[src/rtl/fetch_stage.sv]
// fetch_stage: instruction fetch pipeline stage with PC update, IF/ID latch,
// a one-entry skid buffer for back-pressure, and a sticky halt state.
//
// Ports:
//   CLK, RST            clock; synchronous active-high reset
//   ihit, iload         instruction memory response for imemaddr this cycle
//   imemREN, imemaddr   fetch request and address (address is the PC)
//   pc_en               hazard-unit PC enable
//   flushed1, id_en1    IF/ID flush and IF/ID enable
//   pc_src, branch_sel  next-PC select {NEXT, JUMP, JR, BRANCH}, branch taken
//   id_jaddr, id_imm    J-type target field, branch offset
//   id_jr_addr          register jump target
//   mem_stall, halt     downstream freeze, halt retired
//   id_instr, id_npc,   IF/ID latch contents
//   id_valid
module fetch_stage #(
  parameter logic [31:0] RESET_PC = 32'h00000000
) (
  input  logic        CLK,
  input  logic        RST,
  input  logic        ihit,
  input  logic [31:0] iload,
  output logic        imemREN,
  output logic [31:0] imemaddr,
  input  logic        pc_en,
  input  logic        flushed1,
  input  logic        id_en1,
  input  logic [1:0]  pc_src,
  input  logic        branch_sel,
  input  logic [25:0] id_jaddr,
  input  logic [15:0] id_imm,
  input  logic [31:0] id_jr_addr,
  input  logic        mem_stall,
  input  logic        halt,
  output logic [31:0] id_instr,
  output logic [31:0] id_npc,
  output logic        id_valid
);

  localparam logic [0:0] RUN    = 1'b0;
  localparam logic [0:0] HALTED = 1'b1;

  localparam logic [1:0] PC_NEXT   = 2'd0;
  localparam logic [1:0] PC_JUMP   = 2'd1;
  localparam logic [1:0] PC_JR     = 2'd2;
  localparam logic [1:0] PC_BRANCH = 2'd3;

  logic [0:0]  state_q;
  logic [31:0] pc_q;
  logic [31:0] id_instr_q;
  logic [31:0] id_npc_q;
  logic        id_valid_q;
  logic        held_q;
  logic [31:0] skid_q;

  logic        run;
  logic        fire;
  logic        skid_load;
  logic [31:0] pc_plus4;
  logic [31:0] br_off;
  logic [31:0] pc_next;

  assign run       = (state_q == RUN);
  // halt wins over fire in the cycle it arrives
  assign fire      = (ihit | held_q) & ~mem_stall & run & ~halt;
  // capture a returning word that cannot be consumed because of the stall
  assign skid_load = ihit & mem_stall & ~held_q & run & ~halt;
  assign pc_plus4  = pc_q + 32'd4;
  assign br_off    = {{14{id_imm[15]}}, id_imm, 2'b00};

  always_comb begin
    pc_next = pc_plus4;
    unique case (pc_src)
      PC_NEXT:   pc_next = pc_plus4;
      PC_JUMP:   pc_next = {id_npc_q[31:28], id_jaddr, 2'b00};
      PC_JR:     pc_next = id_jr_addr;
      PC_BRANCH: pc_next = branch_sel ? (id_npc_q + br_off) : pc_plus4;
      default:   pc_next = pc_plus4;
    endcase
  end

  always_ff @(posedge CLK) begin
    if (RST) begin
      state_q    <= RUN;
      pc_q       <= RESET_PC;
      id_instr_q <= 32'd0;
      id_npc_q   <= 32'd0;
      id_valid_q <= 1'b0;
      held_q     <= 1'b0;
      skid_q     <= 32'd0;
    end else if (run && halt) begin
      // enter halt with a bubble in IF/ID; PC frozen from here on
      state_q    <= HALTED;
      id_instr_q <= 32'd0;
      id_npc_q   <= 32'd0;
      id_valid_q <= 1'b0;
      held_q     <= 1'b0;
    end else if (fire) begin
      if (pc_en) begin
        pc_q <= pc_next;
      end
      if (id_en1) begin
        if (flushed1) begin
          id_instr_q <= 32'd0;
          id_npc_q   <= 32'd0;
          id_valid_q <= 1'b0;
        end else begin
          id_instr_q <= held_q ? skid_q : iload;
          id_npc_q   <= pc_plus4;
          id_valid_q <= 1'b1;
        end
      end
      held_q <= 1'b0;
    end else if (skid_load) begin
      skid_q <= iload;
      held_q <= 1'b1;
    end
  end

  assign imemaddr = pc_q;
  assign imemREN  = run & ~held_q;
  assign id_instr = id_instr_q;
  assign id_npc   = id_npc_q;
  assign id_valid = id_valid_q;

endmodule

[config.mk]
export PLATFORM = sky130hd
export DESIGN_NAME = fetch_stage
export DESIGN_NICKNAME = d
export VERILOG_FILES = /design/src/rtl/fetch_stage.sv
export SDC_FILE = /design/constraint.sdc
export NUM_CORES = 1
export LEC_CHECK = 0
export ABC_AREA = 1
export CAP_MARGIN = 10
export CORE_MARGIN = 1.5
export CORE_UTILIZATION = 45
export CTS_CLUSTER_SIZE = 25
export DETAILED_ROUTE_END_ITERATION = 10
export PLACE_DENSITY = 0.81
export SETUP_SLACK_MARGIN = 0.05
export SYNTH_ARGS = -nofsm -noshare
export SYNTH_HDL_FRONTEND = slang
export SYNTH_SLANG_ARGS = --single-unit
[constraint.sdc]
create_clock -name CLK -period 2.45 [get_ports CLK]
set_clock_uncertainty 0.05 [all_clocks]
set_input_delay 0.3675 -clock CLK [delete_from_list [all_inputs] [get_ports CLK]]
set_output_delay 0.3675 -clock CLK [all_outputs]
set_load 0.005 [all_outputs]
---- Word-level counts from Yosys, hierarchy flattened ----
Cells that the tools add are included.
storage, ports and cells
  bits in registers ....................... 131
  latch bits .............................. 0
  bits in writable memories ............... 0
  memory bits (read-only) ................. 0
  input port bits ......................... 117
  output and inout bits ................... 98
  word-level logic and storage cells ...... 40
  memories ................................ 0
operators by class
  add/sub/neg operators ................... 2
  multiply operators ...................... 0
  div/mod/pow operators ................... 0
  magnitude comparators ................... 0
  eq/ne operators ......................... 3
  shift operators ......................... 0
  muxes and demuxes ....................... 6
  bitwise gates (word level) .............. 15
  reduce and logical (&&, ||, !) cells .... 7
operators with widths
  kind                                           number
  2-to-1 mux 32 bit                              4
  case mux 32 bit (4 select lines)               1
  adder 32 x 3 -> 32 bit, second input constant  1
  adder 32 bit                                   1
  AND 1 bit                                      8
  NOT 1 bit                                      6
  AND reduction 3 bit                            2
  == test 2 bit, second input constant           2
  OR reduction 3 bit                             1
  == test 2 x 1 -> 1 bit, second input constant  1
  zero test 2 bit                                1
  AND reduction 2 bit                            1
  OR reduction 2 bit                             1
  logical AND 1 bit                              1
  2-to-1 mux 1 bit                               1
  bitwise OR 1 bit                               1

---- Logic depth before layout (Yosys ltp) ----
  word-level depth ........................ 6
  gate-level depth with buffers ........... 15
  mapped depth without buffers ............ 15

---- Least setup slack after synthesis ----
OpenSTA, ideal clock, no wires.
  path kind ............................... input-to-reg
  start point ............................. input port id_imm[0]
  end point ............................... register pc_q[16], in the netlist imemaddr[16]
  library setup time ...................... 119 ps
  arrival ................................. 2005 ps
  path slack .............................. 275 ps
  cell stages on the path ................. 13
  buffers on the path ..................... 0
  path through ............................ ha_1 fa_1 nand3_1 nand3_1 nand2_1 nand2_1 nand2_1 nand2_1 or2_2 nand3_1 nand3_1 nand2_1 a21oi_1
between the ends
  longest elaborated chain between the ends .. 3
ends and longest elaborated chain
  item                              line  text
  start: declaration                31    input logic [15:0] id_imm,
  adder 32 bit                      77    PC_BRANCH: pc_next = branch_sel ? (id_npc_q + br_off) : pc_plus4;
  2-to-1 mux 32 bit                 77
  case mux 32 bit (4 select lines)  73    unique case (pc_src)
  end signal: assignment            100   pc_q <= pc_next;
  end: declaration                  49    logic [31:0] pc_q;
Every way passes these cells.
A chain may end at the register's enable or synchronous reset.

---- Worst setup path after layout ----
  start point ............................. input port id_imm[0]
  end point ............................... register pc_q[12], in the netlist imemaddr[12]
The elaborated chain is that of the path after synthesis.

==> reports/qor.yml <==
synth:
  ys_types: 45
  ys.flop_type: "dfxtp_1"
  syn_nets: 1574
  netlist_area_sq_mm: 0.00874
  yosys_warnings: 0
  ys_ff_latch: 131
  yosysSeqAreaShare: 0.300
  synth.avg_cell_area_sq_um: 6.15
  synthCells: 1422
  synth_edf_count: 0
  async_reset_ff_frac: 0
clocking:
  cts.sinks: 131
  clkSlewWorstSetupHoldPaths_ps: 60
  clk_path_buf_depth: 2
  hold_buffers: 0
  clk_latency_ps: 420
  ctsHtreeMaxLevel: 4
  cts_tree: "yes"
  cts_buffers: 17
  cts_root_buffer: "clkbuf_16"
worst_setup_path:
  setup.worst_path.class: "in -> reg"
  worstSetupStartpointType: "primary input"
  crit_path_end_kind: "register"
  critical_path_required_ps: 2700
  crit_arrival_ps: 2600
  critPathMaxFanout: 4
  worstRegToRegCells: 9
place:
  port_buffers: 214
  preCtsSetupSlack_ps: -399
  place_hpwl_um: 23900
  placed_cells: 1930
  gp_congestion: 1.01
grt:
  grt_max_degree: 66
  antenna_found_initial: 0
  globalRouteOverflowTotal: 0
  grt_pass1_vias: 9635
  grt_pass1_wl_um: 48800
  grtUsageTotal: 0.305
sta:
  timing.final.ws_setup_ps: 98.9
  hold_viol: 0
  fmax_mhz: 425
  fin_setup_tns_ps: 0
  slew_viol_final: 0
  tightest_slew_ps: 558
  rsz0062_at_grt: "true"
  setup_viol: 0
  min_period_over_period: 0.960
  fin_crit_ps: 2350
  slew_headroom: 0.628
floorplanning:
  die_width_um: 142
  num_io_pins: 215
  coreArea_sq_mm: 0.0189
  die_height_um: 142
  start_util: 0.463
  num_rows: 50
  die_area_sq_mm: 0.0203
detailed_routing:
  drt_first_pass_iters: 5
  totalWireLength_um: 31200
  via_count: 10389
  drc_errors: 0
  ant_nets: 0
  via_per_inst: 5.29
  drt_iter0_markers: 966
  wire_per_inst_um: 15.9
layout:
  nets: 1843
  syn2layout_area_growth_pct: 42.9
  final_common_cell: "nand2_1"
  fin_cells: 1963
  finish.utilization: 0.661
  drive_above_1_share: 0.0986
  final_cell_mix: "462 x nand2_1, 214 x clkdlybuf4s50_1, 177 x inv_1"
  num_antenna_cells: 0
pwr:
  ir_drop_uv: 450
  p_per_area_mw_per_mm2: 448
  total_power_uw: 5600
  total_leakage_power_uw: 0.00561
hold_path:
  hold-path-cell-count: 2
  hold_path.class: "reg -> reg"
outcome:
  status: "finished clean"
job:
  maxCapViolCount: 0
[Yosys cell counts (2+ instances only)]
| library cell | number | share of area |
|---|---|---|
| a22oi_1 | 2 | 0.0017 |
| dfxtp_1 | 131 | 0.30 |
| nand4_1 | 14 | 0.010 |
| nor2_4 | 3 | 0.0039 |
| a22o_1 | 17 | 0.017 |
| buf_1 | 10 | 0.0043 |
| a221oi_1 | 2 | 0.0020 |
| and2_1 | 3 | 0.0021 |
| nand2_2 | 3 | 0.0021 |
| nor2_2 | 3 | 0.0021 |
| inv_1 | 177 | 0.076 |
| ha_1 | 34 | 0.049 |
| nor3_1 | 12 | 0.0069 |
| buf_2 | 10 | 0.0057 |
| nand3b_1 | 3 | 0.0026 |
| nor3_2 | 2 | 0.0023 |
| inv_2 | 2 | 0.00086 |
| o211ai_1 | 4 | 0.0034 |
| o21ai_0 | 105 | 0.060 |
| a21oi_1 | 149 | 0.085 |
| a31oi_1 | 8 | 0.0057 |
| xor2_1 | 13 | 0.013 |
| or2_2 | 3 | 0.0021 |
| nand3_1 | 91 | 0.052 |
| a21o_1 | 8 | 0.0069 |
| nor4_1 | 2 | 0.0014 |
| xnor2_1 | 8 | 0.0080 |
| o21bai_1 | 5 | 0.0043 |
| clkbuf_1 | 37 | 0.016 |
| nor2_1 | 78 | 0.033 |
| nand2_1 | 466 | 0.20 |
| clkinv_1 | 3 | 0.0013 |
| a2bb2oi_1 | 2 | 0.0020 |
[routing by layer]
layer | vias to the layer above | track usage | part of all wire | wire (um)
li1 | 5134 | - | - | -
met4 | 0 | 0.103 | 0.026 | 818
met2 | 513 | 0.502 | 0.45 | 14100
met1 | 4671 | 0.398 | 0.42 | 13000
met5 | - | 0 | 0 | 0
met3 | 71 | 0.0626 | 0.11 | 3280
[worst max-delay path, stage by stage]
cell             delay (ps)
clkdlybuf4s50_1         400
ha_1                    250
fa_1                    400
buf_4                   170
nand3_1                  80
nand3_1                 210
o21ai_1                 230
nand3_1                 170
a21oi_1                 260
nor2_1                   60
[area by class of cell]
type / count / area [sq um]
Clock inverter: 13 / 161
Multi-Input combinational cell: 1051 / 5320
Timing Repair Buffer: 308 / 2950
Sequential cell: 131 / 2620
Tap cell: 260 / 325
Inverter: 182 / 683
Fill cell: 1728 / 6400
Clock buffer: 18 / 429
[worst paths after layout]
| kind | from | to | slack [ps] |
|---|---|---|---|
| worst min register to register | id_instr[26]$_SDFFE_PP0P_ | id_instr[26]$_SDFFE_PP0P_ | 420 |
| worst max-delay path | id_imm[0] | imemaddr[12]$_SDFFE_PP0P_ | 100 |
| worst min-delay path | id_instr[26]$_SDFFE_PP0P_ | id_instr[26]$_SDFFE_PP0P_ | 420 |
| worst max register to register | id_npc[2]$_SDFFE_PP0P_ | imemaddr[12]$_SDFFE_PP0P_ | 140 |
[kinds of logic (layout without fill, tap and decap cells)]
group	count (synthesis)	after routing	share of synthesized area
AND/OR/NAND/NOR	689	689	0.331
AO/OA/AOI/OAI	306	306	0.192
buffers and inverters	240	521	0.105
flip-flops	131	131	0.300
adder cells (fa/ha/maj)	35	35	0.0509
XOR/XNOR	21	21	0.0210
[what timing repair did]
item                                    CTS  global route
setup buffers                             0             2
endpoints found under the setup margin    1            14
pin swaps                                 0             3
gates resized for setup                   1            19
[flip-flops by register name, indices dropped and copies added, names as in the netlist]
| name | flops |
|---|---|
| id_instr | 32 |
| id_npc | 32 |
| imemaddr | 32 |
| skid_q | 32 |
| held_q | 1 |
| id_valid | 1 |
| state_q | 1 |
[per-stage QoR]
step | hold slack, ps | area [sq um]
after global routing | 442 | 12500
after floorplan | 387 | 8740
after detailed placement | 408 | 11800
after CTS | 420 | 12400
final | 416 | 12500
after global placement | 405 | 11800
[report_power, final]
group | switching, uW | internal (uW) | total (uW) | leakage, uW
clock network | 989 | 1590 | 2580 | 0.000278
logic | 404 | 402 | 806 | 0.00427
registers | 39.9 | 2170 | 2210 | 0.00106
No activity file was read; power rests on OpenSTA's default activity.
